## src/rtl/uart_pkg.sv

```systemverilog
// Shared UART definitions: FSM state encoding, default divider settings and a
// parity helper, common to the receiver and the transmitter.
package uart_pkg;

    localparam int UART_CLK_DIVIDER   = 10417;
    localparam int UART_NBITS_DIVIDER = 14;

    typedef enum logic [2:0] {
        ST_IDLE   = 3'd0,
        ST_START  = 3'd1,
        ST_DATA   = 3'd2,
        ST_PARITY = 3'd3,
        ST_STOP   = 3'd4
    } uart_state_e;

    // Parity bit that accompanies 'data' (odd = 1'b0 gives even parity).
    function automatic logic parity_bit(input logic [7:0] data, input logic odd);
        return (^data) ^ odd;
    endfunction

endpackage

```

## src/rtl/uart_rx_sync_2ff.sv

```systemverilog
// Two-flop synchroniser for a single asynchronous input, with a parameterised
// reset value so idle-high and idle-low lines can both use it.
module sync_2ff #(
    parameter logic RESET_VAL = 1'b1
) (
    input  logic i_clk,
    input  logic i_rst,
    input  logic i_d,
    output logic o_q
);

    logic meta_d;
    logic meta_q;
    logic sync_d;
    logic sync_q;

    // Next-state of the two capture stages.
    always_comb begin
        meta_d = i_d;
        sync_d = meta_q;
    end

    // Capture stages, forced to the idle level on reset.
    always_ff @(posedge i_clk or posedge i_rst) begin
        if (i_rst) begin
            meta_q <= RESET_VAL;
            sync_q <= RESET_VAL;
        end else begin
            meta_q <= meta_d;
            sync_q <= sync_d;
        end
    end

    assign o_q = sync_q;

endmodule

```

## src/rtl/uart_rx.sv

```systemverilog
// UART receiver, 8N1 LSB first; define UART_RX_PARITY_EN for 8E1/8O1 with an
// o_parityErr strobe. CLK_DIVIDER must be >= 4 and fit in NBITS_DIVIDER bits.
module uart_rx
    import uart_pkg::*;
#(
    parameter int CLK_DIVIDER   = UART_CLK_DIVIDER,
    parameter int NBITS_DIVIDER = UART_NBITS_DIVIDER
`ifdef UART_RX_PARITY_EN
    ,
    parameter bit PARITY_ODD    = 1'b0
`endif
) (
    input  logic       i_clk,
    input  logic       i_rst,
    input  logic       i_serialRX,
    output logic [7:0] o_data,
    output logic       o_valid,
    output logic       o_busy,
    output logic       o_frameErr
`ifdef UART_RX_PARITY_EN
    ,
    output logic       o_parityErr
`endif
);

    localparam logic [NBITS_DIVIDER-1:0] CNT_ZERO     = NBITS_DIVIDER'(0);
    localparam logic [NBITS_DIVIDER-1:0] CNT_ONE      = NBITS_DIVIDER'(1);
    localparam logic [NBITS_DIVIDER-1:0] CNT_BIT_MAX  = NBITS_DIVIDER'(CLK_DIVIDER - 1);
    localparam logic [NBITS_DIVIDER-1:0] CNT_HALF_MAX = NBITS_DIVIDER'(CLK_DIVIDER / 2 - 1);

    logic                     rx_s;
    logic                     half_done_s;
    logic                     bit_done_s;

    uart_state_e              state_d;
    uart_state_e              state_q;
    logic [NBITS_DIVIDER-1:0] cnt_d;
    logic [NBITS_DIVIDER-1:0] cnt_q;
    logic [2:0]               idx_d;
    logic [2:0]               idx_q;
    logic [7:0]               shift_d;
    logic [7:0]               shift_q;
    logic [7:0]               data_d;
    logic [7:0]               data_q;
    logic                     valid_d;
    logic                     valid_q;
    logic                     busy_d;
    logic                     busy_q;
    logic                     ferr_d;
    logic                     ferr_q;
`ifdef UART_RX_PARITY_EN
    logic                     par_d;
    logic                     par_q;
    logic                     perr_d;
    logic                     perr_q;
`endif

    sync_2ff #(
        .RESET_VAL (1'b1)
    ) u_sync_rx (
        .i_clk (i_clk),
        .i_rst (i_rst),
        .i_d   (i_serialRX),
        .o_q   (rx_s)
    );

    assign half_done_s = (cnt_q == CNT_HALF_MAX);
    assign bit_done_s  = (cnt_q == CNT_BIT_MAX);

    // Frame FSM: bit timing, sampling, and registered strobe generation.
    always_comb begin
        state_d = state_q;
        cnt_d   = cnt_q;
        idx_d   = idx_q;
        shift_d = shift_q;
        data_d  = data_q;
        valid_d = 1'b0;
        ferr_d  = 1'b0;
        busy_d  = busy_q;
`ifdef UART_RX_PARITY_EN
        par_d   = par_q;
        perr_d  = 1'b0;
`endif

        case (state_q)
            ST_IDLE: begin
                cnt_d = CNT_ZERO;
                if (rx_s == 1'b0) begin
                    state_d = ST_START;
                    busy_d  = 1'b1;
                end else begin
                    state_d = ST_IDLE;
                end
            end

            // Half a bit period lands the later samples mid-bit.
            ST_START: begin
                if (half_done_s) begin
                    cnt_d = CNT_ZERO;
                    if (rx_s == 1'b0) begin
                        state_d = ST_DATA;
                    end else begin
                        state_d = ST_IDLE;
                        busy_d  = 1'b0;
                    end
                end else begin
                    cnt_d = cnt_q + CNT_ONE;
                end
            end

            ST_DATA: begin
                if (bit_done_s) begin
                    cnt_d          = CNT_ZERO;
                    shift_d[idx_q] = rx_s;
                    if (idx_q == 3'd7) begin
                        idx_d   = 3'd0;
`ifdef UART_RX_PARITY_EN
                        state_d = ST_PARITY;
`else
                        state_d = ST_STOP;
`endif
                    end else begin
                        idx_d = idx_q + 3'd1;
                    end
                end else begin
                    cnt_d = cnt_q + CNT_ONE;
                end
            end

`ifdef UART_RX_PARITY_EN
            ST_PARITY: begin
                if (bit_done_s) begin
                    cnt_d   = CNT_ZERO;
                    par_d   = rx_s;
                    state_d = ST_STOP;
                end else begin
                    cnt_d = cnt_q + CNT_ONE;
                end
            end
`endif

            // Leaving at mid stop bit leaves half a bit to spot the next start.
            ST_STOP: begin
                if (bit_done_s) begin
                    cnt_d   = CNT_ZERO;
                    busy_d  = 1'b0;
                    state_d = ST_IDLE;
                    if (rx_s == 1'b1) begin
                        valid_d = 1'b1;
                        data_d  = shift_q;
`ifdef UART_RX_PARITY_EN
                        perr_d  = (par_q != parity_bit(shift_q, PARITY_ODD));
`endif
                    end else begin
                        ferr_d = 1'b1;
                    end
                end else begin
                    cnt_d = cnt_q + CNT_ONE;
                end
            end

            default: begin
                state_d = ST_IDLE;
                cnt_d   = CNT_ZERO;
                idx_d   = 3'd0;
                busy_d  = 1'b0;
            end
        endcase
    end

    // State and output registers.
    always_ff @(posedge i_clk or posedge i_rst) begin
        if (i_rst) begin
            state_q <= ST_IDLE;
            cnt_q   <= CNT_ZERO;
            idx_q   <= 3'd0;
            shift_q <= 8'h00;
            data_q  <= 8'h00;
            valid_q <= 1'b0;
            busy_q  <= 1'b0;
            ferr_q  <= 1'b0;
`ifdef UART_RX_PARITY_EN
            par_q   <= 1'b0;
            perr_q  <= 1'b0;
`endif
        end else begin
            state_q <= state_d;
            cnt_q   <= cnt_d;
            idx_q   <= idx_d;
            shift_q <= shift_d;
            data_q  <= data_d;
            valid_q <= valid_d;
            busy_q  <= busy_d;
            ferr_q  <= ferr_d;
`ifdef UART_RX_PARITY_EN
            par_q   <= par_d;
            perr_q  <= perr_d;
`endif
        end
    end

    assign o_data     = data_q;
    assign o_valid    = valid_q;
    assign o_busy     = busy_q;
    assign o_frameErr = ferr_q;
`ifdef UART_RX_PARITY_EN
    assign o_parityErr = perr_q;
`endif

endmodule

```

## config.mk

```make
export PLATFORM = sky130hd
export DESIGN_NAME = uart_rx
export DESIGN_NICKNAME = d
export VERILOG_FILES = /design/src/rtl/uart_pkg.sv /design/src/rtl/uart_rx_sync_2ff.sv /design/src/rtl/uart_rx.sv
export SDC_FILE = /design/constraint.sdc
export NUM_CORES = 1
export LEC_CHECK = 0
export ABC_CLOCK_PERIOD_IN_PS = 2400
export CORE_UTILIZATION = 35
export CTS_CLUSTER_SIZE = 24
export DETAILED_ROUTE_END_ITERATION = 16
export PLACE_DENSITY = 0.51
export SLEW_MARGIN = 20
export SYNTH_ARGS = -nofsm -noshare
export SYNTH_HDL_FRONTEND = slang
export SYNTH_SLANG_ARGS = --single-unit
```

## constraint.sdc

```tcl
create_clock -name i_clk -period 2.4 [get_ports i_clk]
set_input_delay 0.48 -clock i_clk [delete_from_list [all_inputs] [get_ports i_clk]]
set_output_delay 0.48 -clock i_clk [all_outputs]
set_load 0.05 [all_outputs]
```

==> summary.txt, run 1 <==
Worst hold path
  • Hold path depth: 0
  • Worst Hold Class: flop to flop
  • Hold Path Origin: u_sync_rx.meta_q

Finish
  • Fillcell total: 479
  • Multi-input gate area: 868 um2
  • Share of layout cells above drive strength 1: 18.3%
  • Area grow syn2layout: 16.1%
  • Layout Nets: 192
  • Utilization after layout: 43.4%
  • Ant diodes: 0
  • Storage cell area: about 1000 um2

Global routing
  • GR Util All Layers: between 10% and 20%
  • Initial antenna violation count: 0
  • Met1 Use GR: 18.9%
  • M2 GR Usage: a little under a quarter
  • Vias in the first global route: 1416
  • Largest net degree at the start of global routing: 42
  • Met3 usage: under 10%
  • GRT overflow: 0
  • Global route hottest layer: met2
  • First-pass GRT wire length: ~6800 um

Placement
  • Post-DP HPWL: 2640 um
  • Placer Congestion: 0.866
  • Number of port buffers: 13

Logic synthesis
  • Cell variety after synth: just over 40
  • Mean Syn Cell Area: 11.6 um2
  • Yosys Warn Count: 0
  • Top FF cell, synth: dfrtp_1
  • Ys async rst share: between 90% and 100%
  • EDFF count, synth: 0
  • Yosys top cell by area: dfrtp_1
  • Seq/Total Area, Yosys: between 50% and 60%
  • Top post-synthesis cells by area: dfrtp_1, mux2_2, a21oi_1
  • Cell area after synthesis: 1960 um2
  • Synth top area share: 49.9%
  • Cell count after synthesis: 169
  • FF+latch count, synth: 41
  • Synth Net Count: 176

STA
  • Period utilization: 85.7%
  • Worst-Margin Slew: 0.521 ns
  • Final Setup Violations: 0
  • Final Max Tran Viols: 0
  • Max Fclk: just under 500 MHz
  • RSZ-0062 raised after global routing: no
  • Hold Fails Final Rpt: 0
  • Setup TNS: 0 ns
  • WHS: 0.358 ns
  • Slew margin rel.: 65.3%
  • Clock Skew: just under 0.007 ns
  • Minimum clock period: ~2.1 ns

Flow run
  • Max-cap viol count: 0

Clocking
  • Cts hold-fix bufs: 0
  • CTS tree: built
  • CTS buffer count: 5
  • Clock sinks: 41
  • CTS root buf: clkbuf_8
  • H-tree depth: 2
  • Latest clock arrival within the worst-skew pair: 0.30 ns
  • Worst-path clk slew: 0.07 ns
  • # Post-CTS Setup Buffers: 0
  • Resize count post-CTS: 0
  • Clock buffer depth: 2

Floorplan
  • Initial cell density of the core: 37.4%
  • DIE HEIGHT: ~77 um
  • Core Area: 5240 um2
  • Num rows: 26
  • I/O pin total: 14
  • Die W: about 77 um
  • DIE AREA: 5890 um2

Drt
  • Detailed Route WL: 3860 um
  • Final ANT Viol Nets: 0
  • Detailed Route Iter0 Violations: 94
  • DR DRC count: 0
  • Vias per inst: about 5.3
  • DR pass1 iterations: 4
  • Vias: 1358
  • Routed len/inst: 15.1 um

Worst setup path
  • Worst r2r src: cnt_q[0]
  • CP peak stage delay: 0.42 ns
  • Worst setup SP type: flop
  • Worst Path Max Fanout: 9
  • Critical path arrival: 2.22 ns
  • Critical Path End Type: flop
  • CP Class: flop to flop
  • Reg2Reg Depth: 7
  • CP required: 2.56 ns
  • Slowest-stage cell, CP: dfrtp_1
  • CP cell instances: inv_1, ha_1, nor2b_1, and4_1, a2bb2oi_2, buf_4, a21boi_0
  • Critical Path Start: cnt_q[0]

Pwr
  • Comb pwr share: around 1.6%
  • Clock share of power: 44.5%
  • Int Power: just over 0.001 W
  • Power Density: 568 nW/um2
  • Switching share of total power: a little under 20%
  • Sw Pwr: 0.000253 W
  • LEAKAGE: between 1 and 1.5 nW
  • Reg power frac: 54.0%
  • Peak supply drop: 0.310 mV

Outcome
  • Status: completed
==> synthesized netlist by cell type (2+ instances only) <==
master	count
ha_1	4
nand3_1	8
xnor2_1	6
dfrtp_1	39
a21oi_1	14
nand2_1	8
xor2_1	5
nor3b_1	2
and3_1	3
mux2_2	16
nor3_1	4
or2_2	2
nand4_1	4
clkbuf_1	4
a22o_1	3
nor2_1	7
inv_1	7
dfstp_2	2
nor4_1	8
nand2b_1	2
==> worst paths after layout <==
path | end | slack (ns)
hold reg to reg | u_sync_rx.o_q | 0.36
setup / recovery | cnt_q[1] | 0.34
max in group asynchronous | u_sync_rx.o_q | 1.41
setup reg to reg | cnt_q[1] | 0.34
min in group asynchronous | o_valid | 0.62
hold / removal | u_sync_rx.o_q | 0.36
==> cells by family after synthesis <==
kind of cell / share of synthesized area [%]
simple gates: 18.3
flops: 52.6
compound gates: 8.89
mux: 9.21
buf+inv: 3.07
xor+xnor: 4.92
fa+ha+maj: 3.07
==> flip-flops by register name, summed over array words and instances (netlist names) <==
signal / cells
cnt_q: 14
idx_q: 3
o_busy: 1
o_data: 8
o_frameErr: 1
o_valid: 1
shift_q: 8
state_q: 3
u_sync_rx.meta_q: 1
u_sync_rx.o_q: 1
==> power by group through the flow <==
stage	combinational (W)	clock [W]	sequential [W]
after floorplan	0.0000146	0	0.000707
after global placement	0.0000208	0	0.000710
after detailed placement	0.0000217	0	0.000710
after CTS	0.0000218	0.000594	0.000697
after global routing	0.0000242	0.000632	0.000697
final	0.0000203	0.000574	0.000697
==> per-stage QoR <==
stage                     setup WS (ns)  power [W]  std cells  instance area [um2]
after global routing              0.153    0.00135        256                 2270
final                             0.343    0.00129        256                 2270
after global placement            0.386   0.000731        248                 2160
after CTS                         0.328    0.00131        256                 2270
after floorplan                   0.634   0.000722        169                 1960
after detailed placement          0.333   0.000732        248                 2160
==> cell usage in the layout (no fill, tap or decap), types with 2 or more instances in the layout <==
cell	netlist	routed
a21oi_1	14	14
dfrtp_1	39	39
inv_1	7	7
buf_4	1	2
mux2_2	16	16
a22o_1	3	3
clkbuf_8	0	6
xnor2_1	6	6
xor2_1	5	5
nand3_1	8	8
nand2_1	8	8
or2_2	2	2
nor3b_1	2	2
ha_1	4	4
nand2b_1	2	2
nor4_1	8	8
clkdlybuf4s50_1	0	13
nor3_1	4	4
nor2_1	7	7
dfstp_2	2	2
nand4_1	4	4
and3_1	3	3
==> area by class of cell <==
| class | instances | share of cell area, % |
|---|---|---|
| Clock buffer | 7 | 3.80 |
| Clock inverter | 1 | 1.32 |
| Inverter | 7 | 1.16 |
| Multi-Input combinational cell | 115 | 38.2 |
| Sequential cell | 41 | 45.3 |
| Tap cell | 70 | 3.85 |
| Timing Repair Buffer | 15 | 6.39 |
==> critical path: cells and delay by family, from the launching register on <==
kind	cells	cell delay, ns
compound gates	2	0.43
fa+ha+maj	1	0.14
buf+inv	2	0.32
flops	1	0.42
simple gates	2	0.60
==> routing by layer <==
| metal | part of all wire, % | wire length [um] |
|---|---|---|
| met1 | 46 | 1790 |
| met2 | 49 | 1880 |
| met3 | 2.3 | 90 |
| met4 | 2.8 | 107 |
| met5 | 0 | 0 |
Power figures use the tool's default switching activity.
==> run 2: changes to the inputs <==
- CTS_CLUSTER_SIZE: 24 -> 14
==> results of run 2 <==
No change in the layout: final DEF, timing and power equal those of run 1.
